<file path="src/rtl/parser_rule_ctrl.sv">
// parser_rule_ctrl: configuration front-end for the Parser_Top rule bus.
// Replays a boot-time rule image from a config ROM, arbitrates it against
// single-word host reads/writes, and returns host read data with a timeout.
module parser_rule_ctrl #(
   parameter int unsigned ROM_AW     = 6,
   parameter int unsigned RD_TIMEOUT = 16
) (
   input  logic                i_clk,
   input  logic                i_rst_n,
   input  logic                i_boot_start,
   input  logic [ROM_AW:0]     i_boot_len,
   output logic                o_boot_busy,
   output logic                o_boot_done,
   output logic                o_rom_rden,
   output logic [ROM_AW-1:0]   o_rom_addr,
   input  logic [63:0]         i_rom_data,
   input  logic                i_host_valid,
   output logic                o_host_ready,
   input  logic                i_host_wr,
   input  logic [31:0]         i_host_addr,
   input  logic [31:0]         i_host_wdata,
   output logic                o_host_rvalid,
   output logic [31:0]         o_host_rdata,
   output logic                o_host_rerr,
   output logic                o_rule_wren,
   output logic                o_rule_rden,
   output logic [31:0]         o_rule_addr,
   output logic [31:0]         o_rule_wdata,
   input  logic                i_rule_rdata_valid,
   input  logic [31:0]         i_rule_rdata
);

   localparam int unsigned LEN_W = ROM_AW + 1;
   localparam int unsigned CNT_W = $clog2(RD_TIMEOUT + 1);

   typedef enum logic [1:0] {
      IDLE,
      BOOT_RD,
      BOOT_WR,
      HOST_RD_WAIT
   } state_e;

   state_e              state_q, state_d;
   logic [ROM_AW-1:0]   idx_q, idx_d;
   logic [LEN_W-1:0]    len_q, len_d;
   logic                pending_q, pending_d;
   logic [CNT_W-1:0]    cnt_q, cnt_d;

   logic                boot_busy_q, boot_busy_d;
   logic                boot_done_q, boot_done_d;
   logic                rom_rden_q, rom_rden_d;
   logic [ROM_AW-1:0]   rom_addr_q, rom_addr_d;
   logic                host_rvalid_q, host_rvalid_d;
   logic [31:0]         host_rdata_q, host_rdata_d;
   logic                host_rerr_q, host_rerr_d;
   logic                rule_wren_q, rule_wren_d;
   logic                rule_rden_q, rule_rden_d;
   logic [31:0]         rule_addr_q, rule_addr_d;
   logic [31:0]         rule_wdata_q, rule_wdata_d;

   logic                boot_active;
   logic                last_entry;
   logic [LEN_W-1:0]    eff_len;

   assign o_host_ready  = (state_q == IDLE) && !pending_q && !i_boot_start;

   assign o_boot_busy   = boot_busy_q;
   assign o_boot_done   = boot_done_q;
   assign o_rom_rden    = rom_rden_q;
   assign o_rom_addr    = rom_addr_q;
   assign o_host_rvalid = host_rvalid_q;
   assign o_host_rdata  = host_rdata_q;
   assign o_host_rerr   = host_rerr_q;
   assign o_rule_wren   = rule_wren_q;
   assign o_rule_rden   = rule_rden_q;
   assign o_rule_addr   = rule_addr_q;
   assign o_rule_wdata  = rule_wdata_q;

   // Next-state and next-output computation for the boot/host sequencer.
   always_comb begin
      state_d       = state_q;
      idx_d         = idx_q;
      len_d         = len_q;
      pending_d     = pending_q;
      cnt_d         = cnt_q;
      boot_done_d   = 1'b0;
      rom_rden_d    = 1'b0;
      rom_addr_d    = rom_addr_q;
      host_rvalid_d = 1'b0;
      host_rdata_d  = host_rdata_q;
      host_rerr_d   = host_rerr_q;
      rule_wren_d   = 1'b0;
      rule_rden_d   = 1'b0;
      rule_addr_d   = rule_addr_q;
      rule_wdata_d  = rule_wdata_q;
      eff_len       = '0;

      boot_active = (state_q == BOOT_RD) || (state_q == BOOT_WR);
      last_entry  = (({1'b0, idx_q} + LEN_W'(1)) == len_q);

      // Only the first start of a pending/active load is remembered.
      if (i_boot_start && !pending_q && !boot_active) begin
         pending_d = 1'b1;
         len_d     = i_boot_len;
      end

      case (state_q)
         IDLE: begin
            if (pending_q || i_boot_start) begin
               // A start seen in IDLE is served in the same cycle, so the
               // pending flag never outlives this decision.
               eff_len   = pending_q ? len_q : i_boot_len;
               pending_d = 1'b0;
               if (eff_len == '0) begin
                  boot_done_d = 1'b1;
               end else begin
                  idx_d      = '0;
                  rom_rden_d = 1'b1;
                  rom_addr_d = '0;
                  state_d    = BOOT_RD;
               end
            end else if (i_host_valid) begin
               rule_addr_d = i_host_addr;
               if (i_host_wr) begin
                  rule_wren_d  = 1'b1;
                  rule_wdata_d = i_host_wdata;
               end else begin
                  rule_rden_d = 1'b1;
                  cnt_d       = '0;
                  state_d     = HOST_RD_WAIT;
               end
            end
         end
         BOOT_RD: begin
            state_d = BOOT_WR;
         end
         BOOT_WR: begin
            if (i_rom_data[63:32] == '1) begin
               boot_done_d = 1'b1;
               state_d     = IDLE;
            end else begin
               rule_wren_d  = 1'b1;
               rule_addr_d  = i_rom_data[63:32];
               rule_wdata_d = i_rom_data[31:0];
               if (last_entry) begin
                  boot_done_d = 1'b1;
                  state_d     = IDLE;
               end else begin
                  idx_d      = idx_q + ROM_AW'(1);
                  rom_rden_d = 1'b1;
                  rom_addr_d = idx_q + ROM_AW'(1);
                  state_d    = BOOT_RD;
               end
            end
         end
         HOST_RD_WAIT: begin
            if (i_rule_rdata_valid) begin
               host_rvalid_d = 1'b1;
               host_rdata_d  = i_rule_rdata;
               host_rerr_d   = 1'b0;
               state_d       = IDLE;
            end else if (cnt_q == CNT_W'(RD_TIMEOUT - 1)) begin
               host_rvalid_d = 1'b1;
               host_rdata_d  = '0;
               host_rerr_d   = 1'b1;
               state_d       = IDLE;
            end else begin
               cnt_d = cnt_q + CNT_W'(1);
            end
         end
         default: state_d = IDLE;
      endcase

      boot_busy_d = pending_d || (state_d == BOOT_RD) || (state_d == BOOT_WR);
   end

   // State and registered outputs; reset aborts any load or read silently.
   always_ff @(posedge i_clk or negedge i_rst_n) begin
      if (!i_rst_n) begin
         state_q       <= IDLE;
         idx_q         <= '0;
         len_q         <= '0;
         pending_q     <= 1'b0;
         cnt_q         <= '0;
         boot_busy_q   <= 1'b0;
         boot_done_q   <= 1'b0;
         rom_rden_q    <= 1'b0;
         rom_addr_q    <= '0;
         host_rvalid_q <= 1'b0;
         host_rdata_q  <= '0;
         host_rerr_q   <= 1'b0;
         rule_wren_q   <= 1'b0;
         rule_rden_q   <= 1'b0;
         rule_addr_q   <= '0;
         rule_wdata_q  <= '0;
      end else begin
         state_q       <= state_d;
         idx_q         <= idx_d;
         len_q         <= len_d;
         pending_q     <= pending_d;
         cnt_q         <= cnt_d;
         boot_busy_q   <= boot_busy_d;
         boot_done_q   <= boot_done_d;
         rom_rden_q    <= rom_rden_d;
         rom_addr_q    <= rom_addr_d;
         host_rvalid_q <= host_rvalid_d;
         host_rdata_q  <= host_rdata_d;
         host_rerr_q   <= host_rerr_d;
         rule_wren_q   <= rule_wren_d;
         rule_rden_q   <= rule_rden_d;
         rule_addr_q   <= rule_addr_d;
         rule_wdata_q  <= rule_wdata_d;
      end
   end

endmodule

</file>
<file path="config.mk">
export PLATFORM = sky130hd
export DESIGN_NAME = parser_rule_ctrl
export DESIGN_NICKNAME = d
export VERILOG_FILES = /design/src/rtl/parser_rule_ctrl.sv
export SDC_FILE = /design/constraint.sdc
export NUM_CORES = 1
export LEC_CHECK = 0
export BUFFER_PORTS_ARGS = -buffer_cell sky130_fd_sc_hd__clkbuf_2
export CORE_MARGIN = 2
export CORE_UTILIZATION = 34
export CTS_BUF_LIST = sky130_fd_sc_hd__clkbuf_8 sky130_fd_sc_hd__clkbuf_16
export CTS_CLUSTER_DIAMETER = 200
export DETAILED_ROUTE_END_ITERATION = 10
export MAX_ROUTING_LAYER = met4
export SLEW_MARGIN = 0
export SYNTH_ARGS = -nofsm -noshare
export SYNTH_HDL_FRONTEND = slang
export SYNTH_SLANG_ARGS = --single-unit
</file>
<file path="constraint.sdc">
create_clock -name i_clk -period 3.73 [get_ports i_clk]
set_input_delay 0 -clock i_clk [delete_from_list [all_inputs] [get_ports i_clk]]
set_output_delay 0 -clock i_clk [all_outputs]
set_load 0.01 [all_outputs]
</file>
==> results_dict.tcl, run 1 <==
set metrics [dict create \
    status "completed" \
    gp_congestion 0.889 \
    switching_power_mw 2.94 \
    cp_max_fo 45 \
    syn_area_mm2 0.00568 \
    syn-num-nets 708 \
    power.leakage_nw 4.62 \
    synth_compound_area_frac 0.148 \
    vias_per_cell 4.73 \
    synth_simple_gate_area_share 0.123 \
    grt_pass1_wl_um 29800 \
    synth_seq_cells 124 \
    crit_required_ns 3.99 \
    antenna_found_initial 0 \
    p_seq_frac 0.313 \
    initial_utilization 0.345 \
    first_iter_violations 261 \
    cap_violations 0 \
    via_count 5700 \
    ir_drop_mv 0.382 \
    postSynthCellCount 529 \
    synthFlopType "dfrtp_1" \
    finalHoldViolations 0 \
    post_cts_buffers 0 \
    clock.fmax_mhz 348 \
    die_w_um 133 \
    endpoint_kind "flop" \
    core_mm2 0.0165 \
    synth_cell_type_count 46 \
    yosys.area.top_type "dfrtp_1" \
    htreeDepth 4 \
    num_antenna_cells 0 \
    worst_setup_path_start_kind "flop" \
    die_area_mm2 0.0178 \
    fin_crit_ns 2.88 \
    synthMuxAreaShare 0.128 \
    clock_sinks 124 \
    clock_power_share 0.213 \
    synth-edff-count 0 \
    routed_wl_um 18500 \
    netlist_top_cells_area "dfrtp_1 (55%), mux2i_1 (11%), a21oi_1 (5.9%)" \
    finClkSkew_ns 0.0125 \
    yosysWarnings 0 \
    internal_power_mw 4.60 \
    final_common_cell "clkbuf_2" \
    first_global_vias 6110 \
    slew-limit-headroom 0.207 \
    wl_per_cell_um 15.3 \
    clock_path_buffers 2 \
    dpl_cell_area_mm2 0.00734 \
    port_buffers 282 \
    dr.pass1.iters 4 \
    nNetsFinal 1152 \
    final_cell_mix "clkbuf_2 (281), dlygate4sd3_1 (171), dfrtp_1 (124)" \
    num_io_pins 283 \
    grt_start_max_net_pins 69 \
    setup_viol 0 \
    die_h_um 133 \
    ctsHoldBuffers 171 \
    clkSlewWorstSetupHoldPaths_ns 0.06 \
    tightest_slew_ns 1.19 \
    cts_made_buffers 17 \
    tns_ns 0 \
    grt_setup_unrepaired "no" \
    insertion_delay_ns 0.41 \
    area_growth_pct 69.5 \
    overflow 0 \
    num_rows 47 \
    place_hpwl_um 12000 \
    pwr-share-comb 0.474 \
    fin_crit_sh 0.771 \
    cts_resized 0 \
    synth_fa_ha_area_frac 0.0132 \
    track_usage 0.217 \
    min_path_type "in2reg" \
    cp_data_arrival_time_ns 3.13 \
    power_switching_share 0.390 \
    post-route-cell-area_mm2 0.00963 \
    ys_seq_area_frac 0.546 \
    synth_async_sr_flop_share 1.00 \
    drive_gt1_frac 0.344 \
    slew_violations 0 \
    synthXorXnorAreaFrac 0.0123 \
    root_buffer "clkbuf_16" \
    path_class "reg2reg" \
    synth_top_family_by_area "compound AO/OA/AOI/OAI gates" \
    avgSynthCellArea_um2 10.7 \
    power_density_mw_per_mm2 783 \
    drcViolationCount 0 \
    tritoncts "done" \
    postRouteAntennaNets 0 \
    synth_top_area_frac 0.546 \
]
critical path: stages, from the launching register on:
cell           delay, ns
dfrtp_1             0.41
inv_1               0.13
ha_4                0.53
buf_4               0.64
mux2i_1             0.27
dlygate4sd3_1       0.59
a21oi_1             0.09
synthesized netlist by cell type (all sizes together), types with 2 or more instances:
master and count:
o21ai 7, nor4 5, o32a 2, a22o 32, xnor2 5, and3 2, nand2b 4, and2 3
nor3b 3, a21o 3, buf 6, mux2 7, o211ai 2, ha 6, clkbuf 27, mux2i 65
nand2 25, xor2 3, nand4 12, a31oi 2, nand3 8, dfrtp 124, inv 10, a21oi 67
a21boi 3, nor2b 6, nor2 75
per-stage QoR:
| step | hold WS, ns | setup slack (ns) | power [mW] | utilization | instances |
|---|---|---|---|---|---|
| after floorplan | -0.296 | 1.39 | 4.36 | - | 529 |
| after global placement | 0.123 | 1.10 | 5.49 | 0.446 | 1003 |
| after detailed placement | 0.127 | 1.01 | 5.55 | 0.446 | 1003 |
| after CTS | 0.0369 | 0.896 | 7.57 | 0.585 | 1206 |
| after global routing | 0.0755 | 0.674 | 8.06 | 0.585 | 1206 |
| final | 0.0501 | 0.854 | 7.54 | 0.585 | 1206 |
cell type report:
cell class	instances	area (um2)
clock buffers	17	425
fillers	1417	6840
multi-input cells	362	2450
inverters	10	37.5
well taps	220	275
clock inverters	15	153
flip-flops and latches	124	3100
repair buffers	458	3190
power groups by stage:
stage                     Clock [mW]  Sequential, mW  Combinational (mW)
after floorplan                    0            2.57                1.79
after global placement             0            2.37                3.12
after detailed placement           0            2.35                3.20
after CTS                       1.65            2.35                3.57
after global routing            1.70            2.44                3.92
final                           1.61            2.36                3.58
final timing paths:
| check | from | to | slack, ns | depth (start not counted) |
|---|---|---|---|---|
| max | state_q[0] | o_rule_wdata[20] | 0.85 | 6 |
| min | i_rule_rdata_valid | state_q[1] | 0.05 | 4 |
| max reg2reg | state_q[0] | o_rule_wdata[20] | 0.85 | 6 |
| min reg2reg | cnt_q[3] | cnt_q[3] | 0.48 | 1 |
| max in group asynchronous | i_rst_n | o_rule_wdata[12] | 2.71 | 3 |
| min in group asynchronous | i_rst_n | o_rule_addr[11] | 0.19 | 2 |
flip-flops by register name (all words and copies together), names as in the netlist, 2 cells and up:
register,count
state_q,2
o_rom_addr,6
o_host_rdata,32
o_rule_addr,32
len_q,7
o_rule_wdata,32
cnt_q,5
logic make-up after synthesis:
kind of cell / after synthesis
compound gates: 128
xor+xnor: 8
fa+ha+maj: 6
buf+inv: 43
flops: 124
mux: 72
simple gates: 148
metal layers:
metal,track usage,wire (um),vias up
li1,-,-,2769
met1,0.247,7520,2674
met2,0.361,9240,194
met3,0.0441,842,63
met4,0.113,872,0
met5,-,0,-
(Power assumes the default switching activity.)
==> run 2: changes to the inputs <==
clock period = 3 ns   (was 3.73 ns; I/O delays follow)
==> run 2 against run 1 <==
  * Fmax is 14% higher
  * Final area increased by 0.83%
  * Setup slack worse by 0.39 ns
  * Register-to-register slack got worse by 0.39 ns
  * Final cell count rose by 0.25%
  * Critical path type unchanged
  * Largest cell class unchanged
  * Highest routed layer unchanged
==> results_dict.tcl, run 2 (synthesis results as in run 1) <==
set metrics [dict create \
    final_common_cell "clkbuf_2" \
    die_area_mm2 0.0178 \
    first_global_vias 5811 \
    slew-limit-headroom 0.483 \
    final_cell_mix "clkbuf_2 (281), dlygate4sd3_1 (171), dfrtp_1 (124)" \
    drcViolationCount 0 \
    power_density_mw_per_mm2 981 \
    num_antenna_cells 0 \
    drive_gt1_frac 0.346 \
    grt_setup_unrepaired "no" \
    clock_path_buffers 2 \
    tightest_slew_ns 0.769 \
    vias_per_cell 4.72 \
    path_buf_inv 0 \
    power.leakage_nw 4.67 \
    place_ws_ns 0.484 \
    place_hpwl_um 11700 \
    rr_worst_depth 5 \
    critical_path.startpoint "o_rom_addr[0]" \
    clock_sinks 124 \
    tritoncts "done" \
    crit_required_ns 3.29 \
    setup.worst_path.end "o_rom_addr[0]" \
    min_path_type "in2reg" \
    worst_setup_path_start_kind "flop" \
    root_buffer "clkbuf_16" \
    crit_path_top_delay_cell "or4_4" \
    slowest_delay_ns 0.63 \
    finalHoldViolations 0 \
    post-route-cell-area_mm2 0.00971 \
    clkSlewWorstSetupHoldPaths_ns 0.06 \
    postRouteAntennaNets 0 \
    endpoint_kind "flop" \
    core_mm2 0.0165 \
    rrSetupSlack_ns 0.47 \
    cts_made_buffers 17 \
    die_h_um 133 \
    dpl_cell_area_mm2 0.00738 \
    status "completed" \
    htreeDepth 4 \
    routed_wl_um 17900 \
    num_io_pins 283 \
    whs_path_depth 4 \
    slew_violations 0 \
    timing.rr.start "o_rom_addr[0]" \
    cp.depth 5 \
    first_iter_violations 242 \
    setup_viol 0 \
    grt_pass1_wl_um 28900 \
    p_total_mw 9.53 \
    area_growth_pct 70.9 \
    crit_path_cell_trace "ha_1, xor2_1, or3_1, or4_4, a221o_2" \
    num_rows 47 \
    track_usage 0.211 \
    finClkSkew_ns 0.00768 \
    cp_max_fo 13 \
    wl_per_cell_um 14.8 \
    ir_drop_mv 0.499 \
    clock.fmax_mhz 395 \
    cp_data_arrival_time_ns 2.83 \
    nNetsFinal 1155 \
    fin_crit_ns 2.53 \
    r2r_end "o_rom_addr[0]" \
    grt_start_max_net_pins 125 \
    cap_violations 0 \
    whs_ns 0.0578 \
    antenna_found_initial 0 \
    dr.pass1.iters 6 \
    cts_resized 0 \
    port_buffers 282 \
    die_w_um 133 \
    overflow 0 \
    path_class "reg2reg" \
    gp_congestion 0.915 \
    worst_slack_ns 0.468 \
    tns_ns 0 \
    insertion_delay_ns 0.41 \
    initial_utilization 0.345 \
    critPathTopFamily "simple AND/OR/NAND/NOR gates" \
    fin_crit_sh 0.844 \
    via_count 5706 \
]
-- run 2: changes by cell type in the layout (fill, tap and decap cells not counted), sizes merged --
cell / previous run / this run
clkbuf: 298 / 299
clkinv: 1 / 5
buf: 6 / 9
inv: 19 / 15
clkinvlp: 4 / 1
bufinv: 1 / 3
-- run 2: cell type report --
class                      count  area, um2
inverter                      10       37.5
sequential                   124       3100
tap                          220        275
clock inverter                14        184
fill                        1383       6760
timing repair buffer         461       3220
multi-input combinational    362       2450
clock buffer                  18        439
-- run 2: what timing repair did --
item / CTS / global route
hold buffers: 171 / 0
hold endpoints to repair: 231 / 0
buffers inserted: 0 / 0
-- run 2: worst min path at each step --
| stage | startpoint | to | slack, ns |
|---|---|---|---|
| 6_report | i_rule_rdata_valid | state_q[1] | 0.06 |
| 5_1_grt | i_rule_rdata_valid | state_q[1] | 0.1 |
| 4_1_cts | i_rule_rdata_valid | state_q[1] | 0.03 |
| 3_5_place_dp | i_rst_n | o_rule_addr[10] | 0.17 |
| 3_3_place_gp | i_rst_n | o_rule_addr[10] | 0.16 |
| 2_1_floorplan | i_rst_n | cnt_q[0] | -0.30 |
-- run 2: metrics by stage --
step | utilization | cells
floorplan | - | 529
global placement | 0.448 | 1006
detailed placement | 0.448 | 1006
CTS | 0.590 | 1209
global route | 0.590 | 1209
finish | 0.590 | 1209
-- run 2: power by group --
part           switching (mW)  internal [mW]
registers               0.461           2.46
logic                    2.35           2.13
clock network           0.790           1.35
total                    3.60           5.93
-- run 2: routing by layer --
| layer | up-vias | global-route usage | part of all wire |
|---|---|---|---|
| li1 | 2790 | - | - |
| met1 | 2658 | 0.247 | 0.41 |
| met2 | 206 | 0.344 | 0.50 |
| met3 | 52 | 0.0533 | 0.049 |
| met4 | 0 | 0.0934 | 0.040 |
| met5 | - | - | 0 |
-- run 2: worst min-delay path, delay by kind of cell --
kind            cells  cell delay, ns
compound gates      1            0.14
buf+inv             1            0.10
simple gates        2            0.16
